[config.mk]
export PLATFORM = sky130hd
export DESIGN_NAME = matriz_determ_seq
export DESIGN_NICKNAME = d
export VERILOG_FILES = /design/src/rtl/matriz_determ_seq.sv
export SDC_FILE = /design/constraint.sdc
export NUM_CORES = 2
export LEC_CHECK = 0
export CORE_UTILIZATION = 50
export CTS_BUF_LIST = sky130_fd_sc_hd__clkbuf_4 sky130_fd_sc_hd__clkbuf_8
export CTS_CLUSTER_SIZE = 28
export DETAILED_ROUTE_END_ITERATION = 6
export HOLD_SLACK_MARGIN = 0.08
export PLACE_DENSITY = 0.75
export SYNTH_ARGS = -nofsm -noshare
export SYNTH_HDL_FRONTEND = slang
export SYNTH_SLANG_ARGS = --single-unit
[constraint.sdc]
create_clock -name clk -period 31.3 [get_ports clk]
set_input_delay 6.26 -clock clk [delete_from_list [all_inputs] [get_ports clk]]
set_output_delay 6.26 -clock clk [all_outputs]
set_load 0.1 [all_outputs]
[src/rtl/matriz_determ_seq.sv]
// matriz_determ_seq: sequential signed determinant of the top-left KxK block of a
// packed MAX_N x MAX_N matrix, K = 1..MAX_N chosen per operation. One multiplier walks
// every permutation (Leibniz expansion) from a mixed-radix Lehmer counter; one multiply
// per cycle, so done rises K*K!+1 edges after the start-capture edge.
//
// Ports:
//   clk, rst_n   clock (rising edge), asynchronous active-low reset
//   start        request, sampled only while idle
//   size         K, captured with start; 0 or > MAX_N flags err
//   matriz_A     row-major, element (i,j) at [(i*MAX_N+j)*DATA_W +: DATA_W]
//   busy         high from the capture edge until done
//   done         one-cycle result strobe
//   det          signed determinant, holds until the next done
//   err          invalid size, valid with done, holds until the next done
//   det_sat      (only with `DET_SAT_OUT_EN) det clamped to the signed DATA_W range
//
// Build option: define DET_SAT_OUT_EN to add the det_sat output.
module matriz_determ_seq #(
  parameter int unsigned DATA_W = 8,
  parameter int unsigned MAX_N  = 5,
  parameter int unsigned ACC_W  = 48
) (
  input  logic                            clk,
  input  logic                            rst_n,
  input  logic                            start,
  input  logic [2:0]                      size,
  input  logic [MAX_N*MAX_N*DATA_W-1:0]   matriz_A,
  output logic                            busy,
  output logic                            done,
  output logic signed [ACC_W-1:0]         det,
  output logic                            err
`ifdef DET_SAT_OUT_EN
  ,
  output logic signed [DATA_W-1:0]        det_sat
`endif
);

  localparam int unsigned IW = (MAX_N > 1) ? $clog2(MAX_N) : 1;
  localparam int unsigned MW = MAX_N * MAX_N * DATA_W;

  typedef enum logic [1:0] {StIdle, StRun, StFinish} state_e;

  state_e                       state_q, state_d;
  logic [MW-1:0]                mat_q, mat_d;
  logic [2:0]                   size_q, size_d;
  logic [MAX_N-1:0][IW-1:0]     dig_q, dig_d;
  logic [IW-1:0]                j_q, j_d;
  logic signed [ACC_W-1:0]      prod_q, prod_d;
  logic signed [ACC_W-1:0]      acc_q, acc_d;
  logic                         inv_q, inv_d;
  logic                         busy_q, busy_d;
  logic                         done_q, done_d;
  logic signed [ACC_W-1:0]      det_q, det_d;
  logic                         err_q, err_d;

  // Datapath helpers
  int                           kk;
  int                           cnt;
  logic                         found;
  logic [MAX_N-1:0]             used;
  logic [MAX_N-1:0][IW-1:0]     perm;
  logic [IW-1:0]                pj;
  logic [DATA_W-1:0]            elem;
  logic signed [ACC_W-1:0]      elem_ext;
  logic signed [ACC_W-1:0]      prod_nxt;
  logic                         neg;
  logic                         last;
  logic                         carry;
  logic [MAX_N-1:0][IW-1:0]     dig_inc;
  logic                         size_ok;

  // Lehmer code -> permutation: p[t] is the dig[t]-th smallest column not yet used.
  always_comb begin
    kk    = int'(size_q);
    used  = '0;
    perm  = '0;
    cnt   = 0;
    found = 1'b0;
    for (int t = 0; t < int'(MAX_N); t++) begin
      cnt   = 0;
      found = 1'b0;
      for (int c = 0; c < int'(MAX_N); c++) begin
        if (!found && !used[c] && (c < kk)) begin
          if (cnt == int'(dig_q[t])) begin
            perm[t] = IW'(c);
            used[c] = 1'b1;
            found   = 1'b1;
          end
          cnt = cnt + 1;
        end
      end
    end
  end

  // Operand a[j][p_j], product chain, sign, end-of-sweep and counter increment.
  always_comb begin
    pj = '0;
    for (int t = 0; t < int'(MAX_N); t++) begin
      if (t == int'(j_q)) pj = perm[t];
    end
    elem = '0;
    for (int i = 0; i < int'(MAX_N); i++) begin
      for (int c = 0; c < int'(MAX_N); c++) begin
        if ((i == int'(j_q)) && (c == int'(pj))) begin
          elem = mat_q[(i*MAX_N+c)*DATA_W +: DATA_W];
        end
      end
    end
    elem_ext = {{(ACC_W-DATA_W){elem[DATA_W-1]}}, elem};
    prod_nxt = (j_q == '0) ? elem_ext : prod_q * elem_ext;

    // Sum of digits equals the inversion count, so its parity is the permutation sign.
    neg  = 1'b0;
    last = 1'b1;
    for (int t = 0; t < int'(MAX_N); t++) begin
      neg = neg ^ dig_q[t][0];
      if ((t < kk) && (int'(dig_q[t]) != kk - 1 - t)) last = 1'b0;
    end

    // Digit K-1 is least significant; digit t wraps after K-1-t.
    dig_inc = dig_q;
    carry   = 1'b1;
    for (int t = int'(MAX_N) - 1; t >= 0; t--) begin
      if (carry && (t < kk)) begin
        if (int'(dig_q[t]) == kk - 1 - t) begin
          dig_inc[t] = '0;
        end else begin
          dig_inc[t] = dig_q[t] + 1'b1;
          carry      = 1'b0;
        end
      end
    end
  end

  assign size_ok = (size != 3'd0) && (int'(size) <= int'(MAX_N));

  always_comb begin
    state_d = state_q;
    mat_d   = mat_q;
    size_d  = size_q;
    dig_d   = dig_q;
    j_d     = j_q;
    prod_d  = prod_q;
    acc_d   = acc_q;
    inv_d   = inv_q;
    busy_d  = busy_q;
    done_d  = 1'b0;
    det_d   = det_q;
    err_d   = err_q;
    unique case (state_q)
      StIdle: begin
        if (start) begin
          mat_d   = matriz_A;
          size_d  = size;
          dig_d   = '0;
          j_d     = '0;
          prod_d  = '0;
          acc_d   = '0;
          busy_d  = 1'b1;
          inv_d   = !size_ok;
          state_d = size_ok ? StRun : StFinish;
        end
      end
      StRun: begin
        prod_d = prod_nxt;
        if (int'(j_q) == kk - 1) begin
          acc_d = neg ? acc_q - prod_nxt : acc_q + prod_nxt;
          j_d   = '0;
          if (last) begin
            state_d = StFinish;
          end else begin
            dig_d = dig_inc;
          end
        end else begin
          j_d = j_q + 1'b1;
        end
      end
      StFinish: begin
        det_d   = inv_q ? '0 : acc_q;
        err_d   = inv_q;
        done_d  = 1'b1;
        busy_d  = 1'b0;
        state_d = StIdle;
      end
      default: state_d = StIdle;
    endcase
  end

  always_ff @(posedge clk or negedge rst_n) begin
    if (!rst_n) begin
      state_q <= StIdle;
      mat_q   <= '0;
      size_q  <= '0;
      dig_q   <= '0;
      j_q     <= '0;
      prod_q  <= '0;
      acc_q   <= '0;
      inv_q   <= 1'b0;
      busy_q  <= 1'b0;
      done_q  <= 1'b0;
      det_q   <= '0;
      err_q   <= 1'b0;
    end else begin
      state_q <= state_d;
      mat_q   <= mat_d;
      size_q  <= size_d;
      dig_q   <= dig_d;
      j_q     <= j_d;
      prod_q  <= prod_d;
      acc_q   <= acc_d;
      inv_q   <= inv_d;
      busy_q  <= busy_d;
      done_q  <= done_d;
      det_q   <= det_d;
      err_q   <= err_d;
    end
  end

  assign busy = busy_q;
  assign done = done_q;
  assign det  = det_q;
  assign err  = err_q;

`ifdef DET_SAT_OUT_EN
  localparam logic signed [ACC_W-1:0] SatMax =
    {{(ACC_W-DATA_W+1){1'b0}}, {(DATA_W-1){1'b1}}};
  localparam logic signed [ACC_W-1:0] SatMin = ~SatMax;

  logic signed [DATA_W-1:0] sat_q, sat_d;

  always_comb begin
    sat_d = sat_q;
    if (state_q == StFinish) begin
      if (inv_q)                sat_d = '0;
      else if (acc_q > SatMax)  sat_d = {1'b0, {(DATA_W-1){1'b1}}};
      else if (acc_q < SatMin)  sat_d = {1'b1, {(DATA_W-1){1'b0}}};
      else                      sat_d = acc_q[DATA_W-1:0];
    end
  end

  always_ff @(posedge clk or negedge rst_n) begin
    if (!rst_n) sat_q <= '0;
    else        sat_q <= sat_d;
  end

  assign det_sat = sat_q;
`endif

endmodule

**After elaboration in Yosys (flattened, before gate mapping)**

Cells that the tools add are included.
W data, S select, Z words.

- Logic and storage cells: 455
- Bits in registers: 371
- Output and inout port bits: 51

- Bitwise gates (word level): 4
- Multiply operators: 1
- Muxes and demuxes: 213
- Magnitude comparators: 6
- Reductions and logical operators: 137
- $add $sub $neg: 28
- Equal/unequal tests: 50

Operators with widths:

| cell | count |
|---|---|
| $eq A32 B4 Y1 | 19 |
| $add A32 B2 Y32 const B | 14 |
| $mux W32 | 14 |
| $mux W48 | 5 |
| $mux W8 | 25 |
| $pmux W48 S2 | 2 |
| $mux W3 | 47 |
| $eq A4 B32 Y1 | 4 |
| $ne A4 B32 Y1 | 4 |
| $mux W1 | 108 |
| $logic_and A1 B1 Y1 | 75 |
| $add A48 B48 Y48 | 1 |
| $mul A48 B8 Y48 | 1 |
| $sub A48 B48 Y48 | 1 |
| $mux W15 | 3 |
| $logic_not A1 Y1 | 40 |
| $pmux W15 S2 | 1 |
| $reduce_and A5 Y1 | 5 |
| $logic_not A3 Y1 | 8 |
| $add A3 B1 Y3 const B | 6 |
| $eq A3 B3 Y1 const A | 6 |
| $ne A2 B2 Y1 const B | 9 |
| $mux W2 | 5 |
| $sub A4 B3 Y5 const B | 2 |
| other kinds (23) | 34 |

**Logic depth before layout (Yosys ltp)**

- Word-level depth: 68
- Depth in mapped cells: 86
- Mapped depth without buffers: 77

**Worst setup path after synthesis**

No wires, ideal clock.

- Path kind: register to register
- From: register size_q[2]
- To: register acc_q[47]
- Setup slack: 14,317 ps
- Data required time: 31,182 ps
- Period minus slack after synthesis: 16,983 ps
- Stages on the path, launching flop included: 82
- Arrival: 16,865 ps
- Cell sequence: dfrtp_1 > clkbuf_1 > inv_1 > ha_1 > buf_4 > nor2b_4 > buf_6 > inv_4 > mux2i_1 > a21o_2 > nor2_1 > nand2_1 > inv_1 > ha_1 > clkbuf_1 > xor2_1 > nor3b_1 > and2_1 > [46 not listed] > o31ai_1 > xor2_1 > ha_1 > and3_1 > a211o_1 > a21o_1 > a21oi_1 > o21ai_0 > o41a_1 > a311oi_1 > o21bai_1 > a21o_1 > a21oi_1 > o2111ai_1 > o211ai_1 > xnor3_1 > a21o_1 > a21o_1

- Cells in the longest elaborated chain, start to end: 67

Ends and longest elaborated chain:

| what | RTL line | RTL |
|---|---|---|
| start: declaration | 45 | `logic [2:0] size_q, size_d;` |
| start signal: assignment | 206 | `size_q <= size_d;` |
| parallel branches: the longest is 67 deep, another holds $add A32 B2 Y32 | n/a |  |
| end signal: assignment | 197 | `acc_q <= '0;` |
| end signal: assignment | 210 | `acc_q <= acc_d;` |
| end: declaration | 49 | `logic signed [ACC_W-1:0] acc_q, acc_d;` |

Several ways; the timed one is not identified. The select of a mux whose other input is x is not followed.
A chain may end at the register's enable or synchronous reset.

**Worst setup path after layout**

Same ends and word-level chain as after synthesis.

==> results.sh <==
export IMPL_end_kind="flip-flop"
export IMPL_cp_max_fo=49
export IMPL_syn_num_nets=4867
export IMPL_antenna_found_initial=0
export IMPL_area_growth_pct=13.4
export IMPL_timing_rr_start="size_q[2]"
export IMPL_synth_area_per_cell_um2=8.21
export IMPL_slowest_delay_ns=0.61
export IMPL_rr_worst_depth=73
export IMPL_die_x_um=265
export IMPL_cts_max_path_buffers=3
export IMPL_final_common_cell="nand2_1"
export IMPL_clock_skew_ns=0.0566
export IMPL_fin_crit_ns=19.25
export IMPL_worstHoldPathType="flip-flop to flip-flop"
export IMPL_first_global_vias=30400
export IMPL_finalSetupViolations=0
export IMPL_synthCells=4223
export IMPL_cp_common_cell="inv_1"
export IMPL_ys_flop_type="dfrtp_1"
export IMPL_maxSlewHeadroom_pct=19.3
export IMPL_dp_hpwl_mm=77.3
export IMPL_final_cell_mix="902 x nand2_1, 423 x inv_1, 371 x dfrtp_1, 255 x clkdlybuf4s50_1, 254 x fa_1"
export IMPL_cts_made_buffers=71
export IMPL_postRouteAntennaNets=0
export IMPL_seq_area_frac_synth_pct=26.8
export IMPL_drt_pass1_iterations=6
export IMPL_cts_root_buf="clkbuf_8"
export IMPL_synth_distinct_cells=110
export IMPL_via_per_inst=5.72
export IMPL_ios=257
export IMPL_dr_first_iter_drc_count=2639
export IMPL_syn_cell_area_mm2=0.0347
export IMPL_max_cap_violations=0
export IMPL_worst_pin_slew_ns=1.21
export IMPL_critical_path_startpoint="size_q[2]"
export IMPL_seqCellArea_mm2=0.00928
export IMPL_cts_max_level=3
export IMPL_cp_data_required_time_ns=31.83
export IMPL_clk_pin_slew_ns=0.05
export IMPL_grt_max_degree=120
export IMPL_synth_async_reset_ratio_pct=100
export IMPL_port_buffers=256
export IMPL_die_h_um=265
export IMPL_synth_seq_cells=371
export IMPL_hold_buffers=0
export IMPL_cp_arrival_ns=19.78
export IMPL_worstSetupPathType="flip-flop to flip-flop"
export IMPL_hold_path_depth=2
export IMPL_finalMaxSlewViolations=0
export IMPL_vias=30600
export IMPL_clk_latency_ns=0.69
export IMPL_start_util_pct=50.6
export IMPL_setup_tns_ns=0
export IMPL_drive_gt1_share_pct=5.56
export IMPL_endpoint="acc_q[47]"
export IMPL_gp_congestion=0.990
export IMPL_yosysWarnings=0
export IMPL_slowest_stage="or4b_4"
export IMPL_postCtsSetupRepairBufs=0
export IMPL_synth_edf_count=0
export IMPL_ctsResizeCount=0
export IMPL_dieArea_mm2=0.0704
export IMPL_fillers=6229
export IMPL_finalNetCount=5024
export IMPL_wirelength_mm=103
export IMPL_grt_pass1_wl_mm=165
export IMPL_startpoint_type="flip-flop"
export IMPL_layout_worst_path_cycle_share_pct=61.5
export IMPL_finalHoldViolCount=0
export IMPL_status="complete, no violations"
export IMPL_grt_setup_unrepaired="no"
export IMPL_grt_usage_pct=29.6
export IMPL_row_count=96
export IMPL_grt_overflow=0
export IMPL_tritoncts="yes"
export IMPL_routedWlPerCell_um=19.2
export IMPL_cts_sinks=371
export IMPL_core_area_mm2=0.0686
export IMPL_rrSetupSlack_ns=12.05
export IMPL_multi_input_area_mm2=0.0230
export IMPL_drc_errors=0
export IMPL_r2r_end="acc_q[47]"
export IMPL_diodes=0
export IMPL_max_freq_ghz=0.0519
==> cells by family (layout without fill, tap and decap cells) <==
kind of cell               Yosys count  after routing  share of synthesized area, %
and+or+nand+nor                   1783           1783                          24.2
DFF                                371            371                          26.8
muxes                               34             34                          1.01
xor gates and xnor gates           174            174                          4.59
buffers and inverters              635            837                          7.11
AOI/OAI and AO/OA                  787            787                          15.0
adders and majority gates          439            439                          21.3
==> cell type report <==
type	count	share of cell area [%]
tap	931	2.96
multi-input combinational	3217	58.5
inverter	426	4.07
clock inverter	22	0.538
timing repair buffer	293	7.23
clock buffer	96	3.10
sequential	371	23.6
==> critical path: cells and delay by family, from the launching register on <==
kind,cells,cell delay (ns)
flip-flops,1,0.48
buffers and inverters,9,1.17
adder cells (fa/ha/maj),9,3.70
AND/OR/NAND/NOR,17,4.29
XOR/XNOR,5,0.98
multiplexers,2,0.67
AO/OA/AOI/OAI,31,7.73
==> routing by layer <==
metal	vias to the layer above	part of all wire, %	wire, µm	GRT usage, %
li1	14200	-	-	-
met4	0	5.9	6100	16.5
met5	-	0	0	0
met2	1243	47	48200	48.0
met1	14800	41	42200	37.9
met3	301	6.4	6560	4.45
==> sequential cells by signal (all words and copies together), names as in the netlist <==
name / flops
acc_q: 48
busy: 1
det: 48
dig_q: 15
done: 1
err: 1
inv_q: 1
j_q: 3
mat_q: 200
prod_q: 48
size_q: 3
state_q: 2
==> cells in the mapped netlist, drive strengths merged, types with 14 or more instances <==
cell | n | area share, %
nand2 | 906 | 9.8
inv | 426 | 4.6
dfrtp | 371 | 27
fa | 254 | 15
o21ai | 250 | 3.6
and2 | 239 | 4.3
nor2 | 194 | 2.2
ha | 184 | 6.6
clkbuf | 166 | 1.8
a21oi | 147 | 2.2
nand3 | 97 | 1.4
xnor2 | 90 | 2.3
xor2 | 79 | 2.0
nor2b | 70 | 1.3
nand2b | 69 | 1.2
nor3 | 63 | 0.99
a21o | 45 | 0.98
buf | 43 | 0.69
a31oi | 32 | 0.58
and3 | 32 | 0.58
a22o | 31 | 0.78
o31ai | 30 | 0.65
o211ai | 28 | 0.62
mux2i | 25 | 0.72
or3 | 25 | 0.48
nand4 | 24 | 0.43
o21a | 22 | 0.48
a211oi | 18 | 0.44
or2 | 17 | 0.31
nor4 | 16 | 0.33
o21bai | 15 | 0.32
o22ai | 14 | 0.27
==> how the worst min path moves through the flow <==
| stage | to | slack, ns | from |
|---|---|---|---|
| 4_1_cts | mat_q[113] | 0.48 | mat_q[113] |
| 3_3_place_gp | mat_q[111] | 0.45 | mat_q[111] |
| 3_5_place_dp | mat_q[4] | 0.46 | mat_q[4] |
| 5_1_grt | mat_q[84] | 0.49 | mat_q[84] |
| 6_report | mat_q[113] | 0.47 | mat_q[113] |
| 2_1_floorplan | mat_q[111] | 0.44 | mat_q[111] |
==> metrics by stage <==
stage	std cells	hold slack (ns)	util [%]	setup slack (ns)	instance area, µm²
final	5356	0.471	57.4	12.05	39300
after global routing	5356	0.488	57.4	10.73	39300
after CTS	5356	0.476	57.4	12.25	39300
after detailed placement	5238	0.463	55.3	12.35	37900
after global placement	5238	0.451	55.3	12.62	37900
after floorplan	4223	0.437	-	14.32	34700
Power is not shown: default switching activity piles up to over one toggle a cycle in this logic, so the estimate is an artifact.
